===== config.mk =====
export PLATFORM = sky130hd
export DESIGN_NAME = sprite_pixel_fetch
export DESIGN_NICKNAME = d
export VERILOG_FILES = /design/src/rtl/sprite_pixel_fetch.sv
export SDC_FILE = /design/constraint.sdc
export NUM_CORES = 1
export LEC_CHECK = 0
export ABC_CLOCK_PERIOD_IN_PS = 6800
export BUFFER_PORTS_ARGS = -buffer_cell sky130_fd_sc_hd__buf_2
export CAP_MARGIN = 20
export CORE_ASPECT_RATIO = 1.75
export CORE_UTILIZATION = 45
export CTS_CLUSTER_SIZE = 10
export DETAILED_ROUTE_END_ITERATION = 8
export PLACE_DENSITY = 0.69
export SLEW_MARGIN = 15
export SYNTH_ARGS = -nofsm -noshare
export SYNTH_HDL_FRONTEND = slang
export SYNTH_SLANG_ARGS = --single-unit

===== constraint.sdc =====
create_clock -name Clk -period 6.8 [get_ports Clk]
set_clock_uncertainty 0.2 [all_clocks]
set_input_delay 0.34 -clock Clk [delete_from_list [all_inputs] [get_ports Clk]]
set_output_delay 0.34 -clock Clk [all_outputs]
set_load 0.02 [all_outputs]

===== src/rtl/sprite_pixel_fetch.sv =====
// sprite_pixel_fetch
// Turns each VGA draw coordinate into a sprite ROM address, waits out the
// ROM's one-clock read, then hands the colour index to the palette. The
// sprite_on flag tells the colour mapper that the pixel is inside the sprite
// and not transparent. A per-vsync divider steps the animation pose.
//
// Pipeline (one pixel per clock, no stalls):
//   stage 0 : box test on DrawX/DrawY against the latched sprite position
//   stage 1 : rom_addr_q, in_box_d1_q
//   stage 2 : ROM output register (external), in_box_d2_q
//   stage 3 : pal_index_q, sprite_on_q
//
// Position and pose change only on frame_start. A sprite that moves
// mid-frame therefore cannot tear, and every pixel of a frame shows one pose.

module sprite_pixel_fetch #(
    parameter int          SPR_W      = 64,
    parameter int          SPR_H      = 64,
    parameter int          NUM_FRAMES = 4,
    parameter int          FRAME_DIV  = 8,
    parameter logic [3:0]  TRANSP_IDX = 4'h0,
    parameter int          ADDR_W     = $clog2(NUM_FRAMES * SPR_W * SPR_H),
    localparam int         FR_W       = (NUM_FRAMES > 1) ? $clog2(NUM_FRAMES) : 1
) (
    input  logic              Clk,
    input  logic              Reset_n,
    input  logic              frame_start,
    input  logic              anim_en,
    input  logic [9:0]        DrawX,
    input  logic [9:0]        DrawY,
    input  logic [9:0]        SpriteX,
    input  logic [9:0]        SpriteY,
    output logic [ADDR_W-1:0] rom_addr,
    input  logic [3:0]        rom_data,
    output logic [3:0]        pal_index,
    output logic              sprite_on,
    output logic [FR_W-1:0]   anim_frame
);

    localparam int                DIV_W    = (FRAME_DIV > 1) ? $clog2(FRAME_DIV) : 1;
    localparam logic [DIV_W-1:0]  DIV_LAST = DIV_W'(FRAME_DIV - 1);
    localparam logic [FR_W-1:0]   FR_LAST  = FR_W'(NUM_FRAMES - 1);
    localparam logic [ADDR_W-1:0] FRAME_SZ = ADDR_W'(SPR_W * SPR_H);

    // Latched sprite position and its validity.
    logic [9:0]        sx_l_q, sx_l_d;
    logic [9:0]        sy_l_q, sy_l_d;
    logic              pos_valid_q, pos_valid_d;

    // Animation divider and pose.
    logic [DIV_W-1:0]  div_q, div_d;
    logic [FR_W-1:0]   anim_frame_q, anim_frame_d;

    // Pipeline registers.
    logic [ADDR_W-1:0] rom_addr_q, rom_addr_d;
    logic              in_box_d1_q, in_box_d1_d;
    logic              in_box_d2_q, in_box_d2_d;
    logic [3:0]        pal_index_q, pal_index_d;
    logic              sprite_on_q, sprite_on_d;

    // Stage-0 intermediates.
    logic [10:0]       x_ext, y_ext;
    logic [10:0]       x_hi, y_hi;
    logic              in_box;
    logic [9:0]        dx_raw, dy_raw;
    logic [ADDR_W-1:0] frame_base;
    logic [ADDR_W-1:0] pix_off;

    // Position latch: sample SpriteX/SpriteY only at the start of vertical blank.
    always_comb begin
        sx_l_d      = sx_l_q;
        sy_l_d      = sy_l_q;
        pos_valid_d = pos_valid_q;
        if (frame_start) begin
            sx_l_d      = SpriteX;
            sy_l_d      = SpriteY;
            pos_valid_d = 1'b1;
        end
    end

    // Pose divider: count enabled frame_start pulses, step the pose on the last one.
    always_comb begin
        div_d        = div_q;
        anim_frame_d = anim_frame_q;
        if (frame_start && anim_en) begin
            if (div_q == DIV_LAST) begin
                div_d        = '0;
                anim_frame_d = (anim_frame_q == FR_LAST) ? '0 : anim_frame_q + FR_W'(1);
            end else begin
                div_d = div_q + DIV_W'(1);
            end
        end
    end

    // Stage 0: box test in 11 bits so a sprite near column 1023 never wraps to 0.
    always_comb begin
        x_ext  = {1'b0, DrawX};
        y_ext  = {1'b0, DrawY};
        x_hi   = {1'b0, sx_l_q} + 11'(SPR_W);
        y_hi   = {1'b0, sy_l_q} + 11'(SPR_H);
        in_box = pos_valid_q
                 && (x_ext >= {1'b0, sx_l_q}) && (x_ext < x_hi)
                 && (y_ext >= {1'b0, sy_l_q}) && (y_ext < y_hi);
    end

    // Stage 0: address arithmetic; outside the box the frame base address is issued.
    always_comb begin
        dx_raw     = DrawX - sx_l_q;
        dy_raw     = DrawY - sy_l_q;
        frame_base = ADDR_W'(anim_frame_q) * FRAME_SZ;
        if (in_box) begin
            pix_off = ADDR_W'(dy_raw) * ADDR_W'(SPR_W) + ADDR_W'(dx_raw);
        end else begin
            pix_off = '0;
        end
    end

    // Stages 1..3 next-state: address register, flag delay line, palette output.
    always_comb begin
        rom_addr_d  = frame_base + pix_off;
        in_box_d1_d = in_box;
        in_box_d2_d = in_box_d1_q;
        pal_index_d = in_box_d2_q ? rom_data : TRANSP_IDX;
        sprite_on_d = in_box_d2_q && (rom_data != TRANSP_IDX);
    end

    // Control state: latched position and animation sequencing.
    always_ff @(posedge Clk or negedge Reset_n) begin
        if (!Reset_n) begin
            sx_l_q       <= '0;
            sy_l_q       <= '0;
            pos_valid_q  <= 1'b0;
            div_q        <= '0;
            anim_frame_q <= '0;
        end else begin
            sx_l_q       <= sx_l_d;
            sy_l_q       <= sy_l_d;
            pos_valid_q  <= pos_valid_d;
            div_q        <= div_d;
            anim_frame_q <= anim_frame_d;
        end
    end

    // Pixel pipeline; async reset forces the outputs to transparent at once.
    always_ff @(posedge Clk or negedge Reset_n) begin
        if (!Reset_n) begin
            rom_addr_q  <= '0;
            in_box_d1_q <= 1'b0;
            in_box_d2_q <= 1'b0;
            pal_index_q <= TRANSP_IDX;
            sprite_on_q <= 1'b0;
        end else begin
            rom_addr_q  <= rom_addr_d;
            in_box_d1_q <= in_box_d1_d;
            in_box_d2_q <= in_box_d2_d;
            pal_index_q <= pal_index_d;
            sprite_on_q <= sprite_on_d;
        end
    end

    assign rom_addr   = rom_addr_q;
    assign pal_index  = pal_index_q;
    assign sprite_on  = sprite_on_q;
    assign anim_frame = anim_frame_q;

endmodule


==> results of run 1 <==
-- cells in the final DEF (no fill, tap or decap), types with 3 or more instances in the layout --
cell type	count
sky130_fd_sc_hd__ha_1	38
sky130_fd_sc_hd__nor2_1	11
sky130_fd_sc_hd__a21oi_1	12
sky130_fd_sc_hd__nand2b_1	4
sky130_fd_sc_hd__nand3_1	5
sky130_fd_sc_hd__and2_1	5
sky130_fd_sc_hd__nand2_1	23
sky130_fd_sc_hd__nor3_1	5
sky130_fd_sc_hd__nand4_1	3
sky130_fd_sc_hd__buf_2	68
sky130_fd_sc_hd__fa_1	3
sky130_fd_sc_hd__o21ai_0	29
sky130_fd_sc_hd__dfrtp_1	47
sky130_fd_sc_hd__o21a_1	3
sky130_fd_sc_hd__xor2_1	6
sky130_fd_sc_hd__clkbuf_8	5
sky130_fd_sc_hd__xnor2_1	13
sky130_fd_sc_hd__nor2b_1	7
sky130_fd_sc_hd__mux2_2	5
sky130_fd_sc_hd__a21o_1	12
sky130_fd_sc_hd__inv_1	32
-- cell type report --
cell class / count / share of cell area
clock buffers: 5 / 0.01961
multi-input cells: 216 / 0.4700
well taps: 80 / 0.02853
clock inverters: 3 / 0.006776
inverters: 32 / 0.03424
repair buffers: 70 / 0.1056
flip-flops and latches: 47 / 0.3352
-- through the flow --
step / setup WS, ns / utilization
3_5_place_dp: 2.754 / 0.5395
3_3_place_gp: 2.871 / 0.5395
4_1_cts: 2.810 / 0.5542
6_report: 2.842 / 0.5590
5_1_grt: 2.475 / 0.5590
2_1_floorplan: 3.121 / -
-- worst min-delay path, delay by kind of cell --
| family | cells | cell delay (ns) |
|---|---|---|
| AOI/OAI and AO/OA | 1 | 0.05 |
| buffers and inverters | 1 | 0.07 |
| and+or+nand+nor | 1 | 0.04 |
-- sequential cells by signal (all words and copies together), names as in the netlist --
signal       cells
in_box_d1_q      1
pos_valid_q      1
pal_index        4
anim_frame       2
sy_l_q          10
sprite_on        1
in_box_d2_q      1
sx_l_q          10
rom_addr        14
div_q            3
-- per-layer routing --
| metal | vias up | share of wire | global-route usage |
|---|---|---|---|
| li1 | 1183 | - | - |
| met1 | 1060 | 0.39 | 0.1781 |
| met2 | 39 | 0.56 | 0.3419 |
| met3 | 6 | 0.032 | 0.03631 |
| met4 | 0 | 0.014 | 0.06818 |
| met5 | - | 0 | 0 |
-- how the worst max path moves through the flow --
| stage | from | to |
|---|---|---|
| 2_1_floorplan | DrawX[0] | rom_addr[13]$_DFF_PN0_ |
| 3_3_place_gp | DrawX[0] | rom_addr[13]$_DFF_PN0_ |
| 3_5_place_dp | DrawX[0] | rom_addr[13]$_DFF_PN0_ |
| 4_1_cts | sx_l_q[0]$_DFFE_PN0P_ | rom_addr[13]$_DFF_PN0_ |
| 5_1_grt | sx_l_q[0]$_DFFE_PN0P_ | rom_addr[13]$_DFF_PN0_ |
| 6_report | sx_l_q[0]$_DFFE_PN0P_ | rom_addr[13]$_DFF_PN0_ |
-- cell families (layout without fill, tap and decap cells) --
kind of cell / count (synthesis) / after routing
simple gates: 77 / 77
compound gates: 74 / 74
flops: 47 / 47
fa+ha+maj: 41 / 41
buf+inv: 37 / 110
xor+xnor: 19 / 19
mux: 5 / 5
-- repair_timing --
action	CTS	global route
hold endpoints to repair	0	16
hold buffers	0	1
endpoints found under the setup margin	0	0
-- power groups by stage --
| stage | Sequential, uW | Clock (uW) | Combinational [uW] |
|---|---|---|---|
| after floorplan | 355 | 0 | 205 |
| after global placement | 337 | 0 | 296 |
| after CTS | 334 | 183 | 307 |
| after detailed placement | 340 | 0 | 305 |
| after global routing | 338 | 196 | 343 |
| final | 333 | 174 | 304 |
==> run_results.csv, run 1 <==
group,metric,value,unit
status,run_status,"finished clean",
placed_design,placed_area,0.003386,sq mm
run,drv_cap,0,
grt,grt_first_pass_wirelength,9411,microns
clocking,tritoncts,"yes",
clocking,cts_buffers,5,
cells_and_area,fin_area,0.003508,sq mm
cells_and_area,insertedDiodeCount,0,
setup_path,worst-endpoint-arrival,3.99,ns
clocking,post_cts_buffers,0,
clocking,path_clk_slew,0.09,ns
yosys,synth_compound_gate_area_share,0.1591,
grt,grt_overflow_total,0,
worst_hold_path,worst_min_path_class,"in -> reg",
clocking,clock-sinks,47,
clocking,cts.repair.resized,0,
cells_and_area,layout.cells.non_filler,453,
floorplan,die_area,0.006931,sq mm
yosys,synthMostInstantiatedCell,"sky130_fd_sc_hd__dfrtp_1",
cells_and_area,area_growth,18.31,%
timing,actual_transition_at_the_worst_max_transition_pin,0.5996,ns
yosys,synth-warning-count,0,
power,share_comb_of_total_power,0.375,
yosys,synth_cell_type_count,50,
setup_path,worstPathMaxFanout,3,
setup_path,standard_cell_with_the_maximum_stage_delay_on_the_critical_path,"sky130_fd_sc_hd__dfrtp_1",
yosys,synthMuxAreaShare,0.01899,
timing,timing.hold.ws,0.02701,ns
cells_and_area,nFillCells,613,
clocking,clockBufferDepth,2,
setup_path,ff2ff_setup_slack,2.84,ns
detailed_routing,wl_per_cell,12.55,microns
setup_path,timing.critical_path.from_type,"flip-flop",
power,power.internal,523.7,uW
power,switching_share,0.3544,
setup_path,timing.critical_path.cells,"ha_1 > fa_1 > nor2b_1 > o31a_1 > o21ai_1 > nand2_1 > xor2_1 > ha_1 > inv_1 > fa_1 > nor2b_1 > o21ai_0 > nand2b_1 > nand2_1 > or3_1 > a21oi_1 > ha_1 > xnor2_1 > xnor2_1",
yosys,synthTopCellsByArea,"sky130_fd_sc_hd__dfrtp_1, sky130_fd_sc_hd__ha_1, sky130_fd_sc_hd__o21ai_0, sky130_fd_sc_hd__inv_1, sky130_fd_sc_hd__xnor2_1",
worst_hold_path,hold_end,"sx_l_q[6]$_DFFE_PN0P_",
cells_and_area,nNetsFinal,461,
detailed_routing,first_iter_violations,67,
detailed_routing,dr.pass1.iters,4,
yosys,postSynthNetCount,389,
placed_design,port_buffers,68,
power,power_leakage,0.001840,uW
yosys,synth.ff_latch_count,47,
placed_design,placed_cells,443,
floorplan,core_region_area,0.006276,sq mm
yosys,synthDominantAreaCellType,"sky130_fd_sc_hd__dfrtp_1",
clocking,deepest_level_of_the_cts_h_tree,2,
detailed_routing,antenna_left,0,
yosys,synth-async-reset-ratio,1.000,
placed_design,gp_congestion,0.8745,
yosys,ys_seq_area_frac,0.3966,
timing,totalNegativeSetupSlack,0,ns
setup_path,worstRegToRegCells,19,
setup_path,path_buf_inv,1,
timing,timing_max_transition_violations_final,0,
power,peakVddDrop,0.1102,mV
yosys,synth.top_cells.by_count,"sky130_fd_sc_hd__dfrtp_1, sky130_fd_sc_hd__ha_1, sky130_fd_sc_hd__inv_1",
grt,grtUsageTotal,0.1756,
floorplan,chipWidth,63.37,microns
setup_path,cpLargestDelayFamily,"adder cells",
clocking,worst_skew_pair.late_latency,0.31,ns
timing,final.period_utilization,0.5820,
floorplan,die_y,109.4,microns
detailed_routing,viasPerCell,5.051,
yosys,ys.flop_type,"sky130_fd_sc_hd__dfrtp_1",
yosys,post_syn_area_per_cell,9.884,sq um
cells_and_area,multiInputGateArea,0.001649,sq mm
timing,fmaxAchievable,252.7,MHz
setup_path,cp_slowest_stage_delay,0.39,ns
yosys,synth_top_family_by_area,"adder cells",
timing,hold_viol,0,
power,power,811.2,uW
power,cellPowerDensity,231.2,mW/mm^2
detailed_routing,drt-total-wl,5684,microns
detailed_routing,route.detailed.drc,0,
power,netSwitchingPower,287.5,uW
setup_path,data_required_time_at_the_worst_endpoint,6.83,ns
yosys,yosys.area_share.simple,0.1414,
setup_path,crit_path_frequent_cell,"sky130_fd_sc_hd__ha_1",
setup_path,r2r-start,"sx_l_q[0]$_DFFE_PN0P_",
yosys,synth_edf_count,0,
grt,pin_count_of_the_biggest_net_entering_global_routing,48,
floorplan,row_count,38,
setup_path,timing.setup.critical_path_class,"reg -> reg",
worst_hold_path,holdCritStartpoint,"SpriteX[6]",
detailed_routing,route.vias.total,2288,
yosys,syn_inst,300,
floorplan,boundaryPins,69,
setup_path,timing.rr.end,"rom_addr[13]$_DFF_PN0_",
clocking,clockRootBuffer,"sky130_fd_sc_hd__clkbuf_8",
timing,relSlewSlack,0.6003,
cells_and_area,post_route_cells_drive_above_1_share,0.2440,
worst_hold_path,hold-path-cell-count,3,
timing,layout_min_cycle_time,3.958,ns
timing,rsz0062_at_grt,"false",
power,share_clk_of_total_power,0.215,
timing,setup_viol_count_final,0,
yosys,synthAdderAreaFrac,0.1806,
cells_and_area,seqCellArea,0.001176,sq mm
setup_path,worstSetupEndpointType,"flip-flop",
floorplan,floorplan.initialDensity,0.4725,
yosys,synth-xor-area-share,0.05612,
placed_design,place.detailed.hpwl,4596,microns
setup_path,worstSetupPathDepth,19,
grt,number_of_antenna_violations_at_the_first_check_in_global_routing,0,
yosys,post_synth_instance_area,0.002965,sq mm
power,share_seq_of_total_power,0.410,
yosys,synth_top_area_frac,0.3966,
grt,grt_pass1_vias,2264,
No activity file was read; power rests on OpenSTA's default activity.
==> run 2, diff against run 1 <==
ABC_CLOCK_PERIOD_IN_PS = 3600   (was 6800)
PLACE_DENSITY = 0.71   (was 0.69)
clock period = 3.6 ns   (was 6.8 ns; I/O delays follow)
==> run 2 against run 1 <==
Against the previous run: the run now ends with setup timing left; utilization rose by 7.4 points; sequential power rose by 89%; die area did not move; maximum frequency rose by 5.9%; clock-buffer cell count did not move; non-clock buffer count rose by 45; routed wire length rose by 14%; clock power rose by 94%; cell count rose by 9.9%; via count rose by 11%; combinational power rose by 140%; critical endpoint unchanged.
==> run_results.csv, run 2 (synthesized netlist as in run 1, its figures left out) <==
group,metric,value,unit
floorplan,core_region_area,0.006276,sq mm
timing,hold_viol,0,
detailed_routing,wl_per_cell,13.02,microns
timing,actual_transition_at_the_worst_max_transition_pin,0.6285,ns
grt,grt_pass1_vias,2527,
status,run_status,"finished, violations left",
cells_and_area,nNetsFinal,506,
setup_path,crit_path_frequent_cell,"sky130_fd_sc_hd__ha_2",
clocking,clockRootBuffer,"sky130_fd_sc_hd__clkbuf_8",
clocking,cts_buffers,5,
detailed_routing,antenna_left,0,
floorplan,die_area,0.006931,sq mm
cells_and_area,largest_reg_flops,14,
timing,layout_min_cycle_time,3.736,ns
setup_path,timing.setup.critical_path_class,"reg -> reg",
power,netSwitchingPower,594.2,uW
setup_path,worst-endpoint-arrival,3.78,ns
detailed_routing,drt-total-wl,6483,microns
placed_design,placed_cells,452,
floorplan,boundaryPins,69,
power,share_clk_of_total_power,0.198,
placed_design,placed_area,0.003478,sq mm
floorplan,row_count,38,
grt,grt_overflow_total,0,
cells_and_area,layout.cells.non_filler,498,
clocking,tritoncts,"yes",
timing,rsz0062_at_grt,"true",
grt,number_of_antenna_violations_at_the_first_check_in_global_routing,0,
setup_path,data_required_time_at_the_worst_endpoint,3.64,ns
setup_path,timing.critical_path.from_type,"flip-flop",
power,power_leakage,0.002053,uW
grt,pin_count_of_the_biggest_net_entering_global_routing,48,
timing,timing_max_transition_violations_final,0,
clocking,clock-sinks,47,
power,cellPowerDensity,428.2,mW/mm^2
cells_and_area,area_growth,34.05,%
power,peakVddDrop,0.2584,mV
detailed_routing,first_iter_violations,81,
status,violations,"setup timing",
timing,timing.hold.ws,0.04893,ns
power,share_seq_of_total_power,0.370,
placed_design,place.detailed.hpwl,4729,microns
timing,final.period_utilization,1.038,
run,drv_cap,0,
grt,grtUsageTotal,0.1947,
setup_path,cpLargestDelayFamily,"adder cells",
cells_and_area,post_route_cells_drive_above_1_share,0.3086,
timing,totalNegativeSetupSlack,-0.2723,ns
grt,grt_first_pass_wirelength,10390,microns
clocking,deepest_level_of_the_cts_h_tree,2,
placed_design,port_buffers,68,
timing,layout_setup_ws,-0.1364,ns
cells_and_area,fin_area,0.003975,sq mm
cells_and_area,insertedDiodeCount,0,
clocking,worst_skew_pair.late_latency,0.32,ns
detailed_routing,route.detailed.drc,0,
power,switching_share,0.3491,
clocking,clockBufferDepth,2,
timing,fmaxAchievable,267.6,MHz
setup_path,standard_cell_with_the_maximum_stage_delay_on_the_critical_path,"sky130_fd_sc_hd__dfrtp_1",
timing,setup_viol_count_final,3,
power,power.internal,1108,uW
power,power,1702,uW
setup_path,cp_slowest_stage_delay,0.40,ns
setup_path,path_buf_inv,1,
floorplan,die_y,109.4,microns
power,share_comb_of_total_power,0.432,
cells_and_area,mostFrequentLayoutCells,"sky130_fd_sc_hd__buf_2, sky130_fd_sc_hd__dfrtp_1, sky130_fd_sc_hd__ha_1",
detailed_routing,route.vias.total,2541,
floorplan,chipWidth,63.37,microns
setup_path,worstPathMaxFanout,3,
detailed_routing,dr.pass1.iters,4,
floorplan,floorplan.initialDensity,0.4725,
setup_path,timing.critical_path.cells,"ha_2 > fa_2 > nor2b_2 > o31a_1 > o21ai_2 > nand2_1 > xor2_1 > ha_2 > inv_2 > fa_2 > nor2b_2 > o21ai_1 > nand2b_1 > nand2_1 > or3_1 > a21oi_2 > ha_2 > xnor2_2 > xnor2_1",
timing,relSlewSlack,0.5810,
clocking,path_clk_slew,0.09,ns
detailed_routing,viasPerCell,5.102,
placed_design,gp_congestion,0.8352,
cells_and_area,layout.cells.most_common,"sky130_fd_sc_hd__buf_2",
worst_hold_path,worst_min_path_class,"in -> reg",
setup_path,worstSetupEndpointType,"flip-flop",
run 2: cell count changes in the layout (fill, tap and decap cells not counted), sizes merged:
cell | previous run | this run
dlygate4sd3 | 1 | 26
buf | 69 | 89
clkinv | 0 | 2
clkinvlp | 2 | 1
inv | 33 | 32
run 2: final timing paths:
check | cells after the start | slack [ns] | from | end
setup / recovery | 19 | -0.14 | sx_l_q[0]$_DFFE_PN0P_ | rom_addr[13]$_DFF_PN0_
hold / removal | 3 | 0.05 | anim_en | div_q[0]$_DFFE_PN0P_
setup reg to reg | 19 | -0.14 | sx_l_q[0]$_DFFE_PN0P_ | rom_addr[13]$_DFF_PN0_
hold reg to reg | 0 | 0.16 | in_box_d1_q$_DFF_PN0_ | in_box_d2_q$_DFF_PN0_
max in group asynchronous | 3 | 2.56 | Reset_n | div_q[0]$_DFFE_PN0P_
min in group asynchronous | 2 | 0.14 | Reset_n | sx_l_q[1]$_DFFE_PN0P_
run 2: cell type report:
type,count,area [sq um]
timing repair buffer,115,770.7
clock buffer,5,68.82
multi-input combinational,216,1714
sequential,47,1176
inverter,32,120.1
tap,80,100.1
fill,542,2301
clock inverter,3,25.02
run 2: stage by stage:
step,util,worst slack (ns)
2_1_floorplan,-,-0.01057
3_3_place_gp,0.5542,-0.07434
3_5_place_dp,0.5542,-0.1569
4_1_cts,0.6220,-0.1279
5_1_grt,0.6334,-0.3158
6_report,0.6334,-0.1364
run 2: per-layer routing:
metal  up-vias  wire length [microns]  global-route usage
met4         0                    132             0.09091
met5         -                      0                   0
li1       1270                      -                   -
met3         8                    181             0.04149
met2        46                   3786              0.3830
met1      1217                   2382              0.1874
run 2: worst register-to-register path, stage by stage (launching register included):
cell and delay [ns]:
sky130_fd_sc_hd__dfrtp_1 0.40, sky130_fd_sc_hd__ha_2 0.19, sky130_fd_sc_hd__fa_2 0.35, sky130_fd_sc_hd__nor2b_2 0.14, sky130_fd_sc_hd__o31a_1 0.18, sky130_fd_sc_hd__o21ai_2 0.07, sky130_fd_sc_hd__nand2_1 0.09, sky130_fd_sc_hd__xor2_1 0.18
sky130_fd_sc_hd__ha_2 0.21, sky130_fd_sc_hd__inv_2 0.04, sky130_fd_sc_hd__fa_2 0.34, sky130_fd_sc_hd__nor2b_2 0.13, sky130_fd_sc_hd__o21ai_1 0.07, sky130_fd_sc_hd__nand2b_1 0.10, sky130_fd_sc_hd__nand2_1 0.08, sky130_fd_sc_hd__or3_1 0.34
sky130_fd_sc_hd__a21oi_2 0.13, sky130_fd_sc_hd__ha_2 0.19, sky130_fd_sc_hd__xnor2_2 0.11, sky130_fd_sc_hd__xnor2_1 0.12
run 2: power by group through the flow:
stage	Sequential [uW]	Combinational, uW	Clock (uW)
final	629	735	338
after global placement	639	598	0
after global routing	638	816	372
after detailed placement	643	613	0
after floorplan	671	397	0
after CTS	632	705	347
run 2: what timing repair did:
item | in CTS | in global routing
hold endpoints to repair | 72 | 0
pin swaps | 8 | 8
hold buffers | 26 | 0
resized for setup | 3 | 7
buffers inserted | 8 | 3
endpoints found under the setup margin | 2 | 3
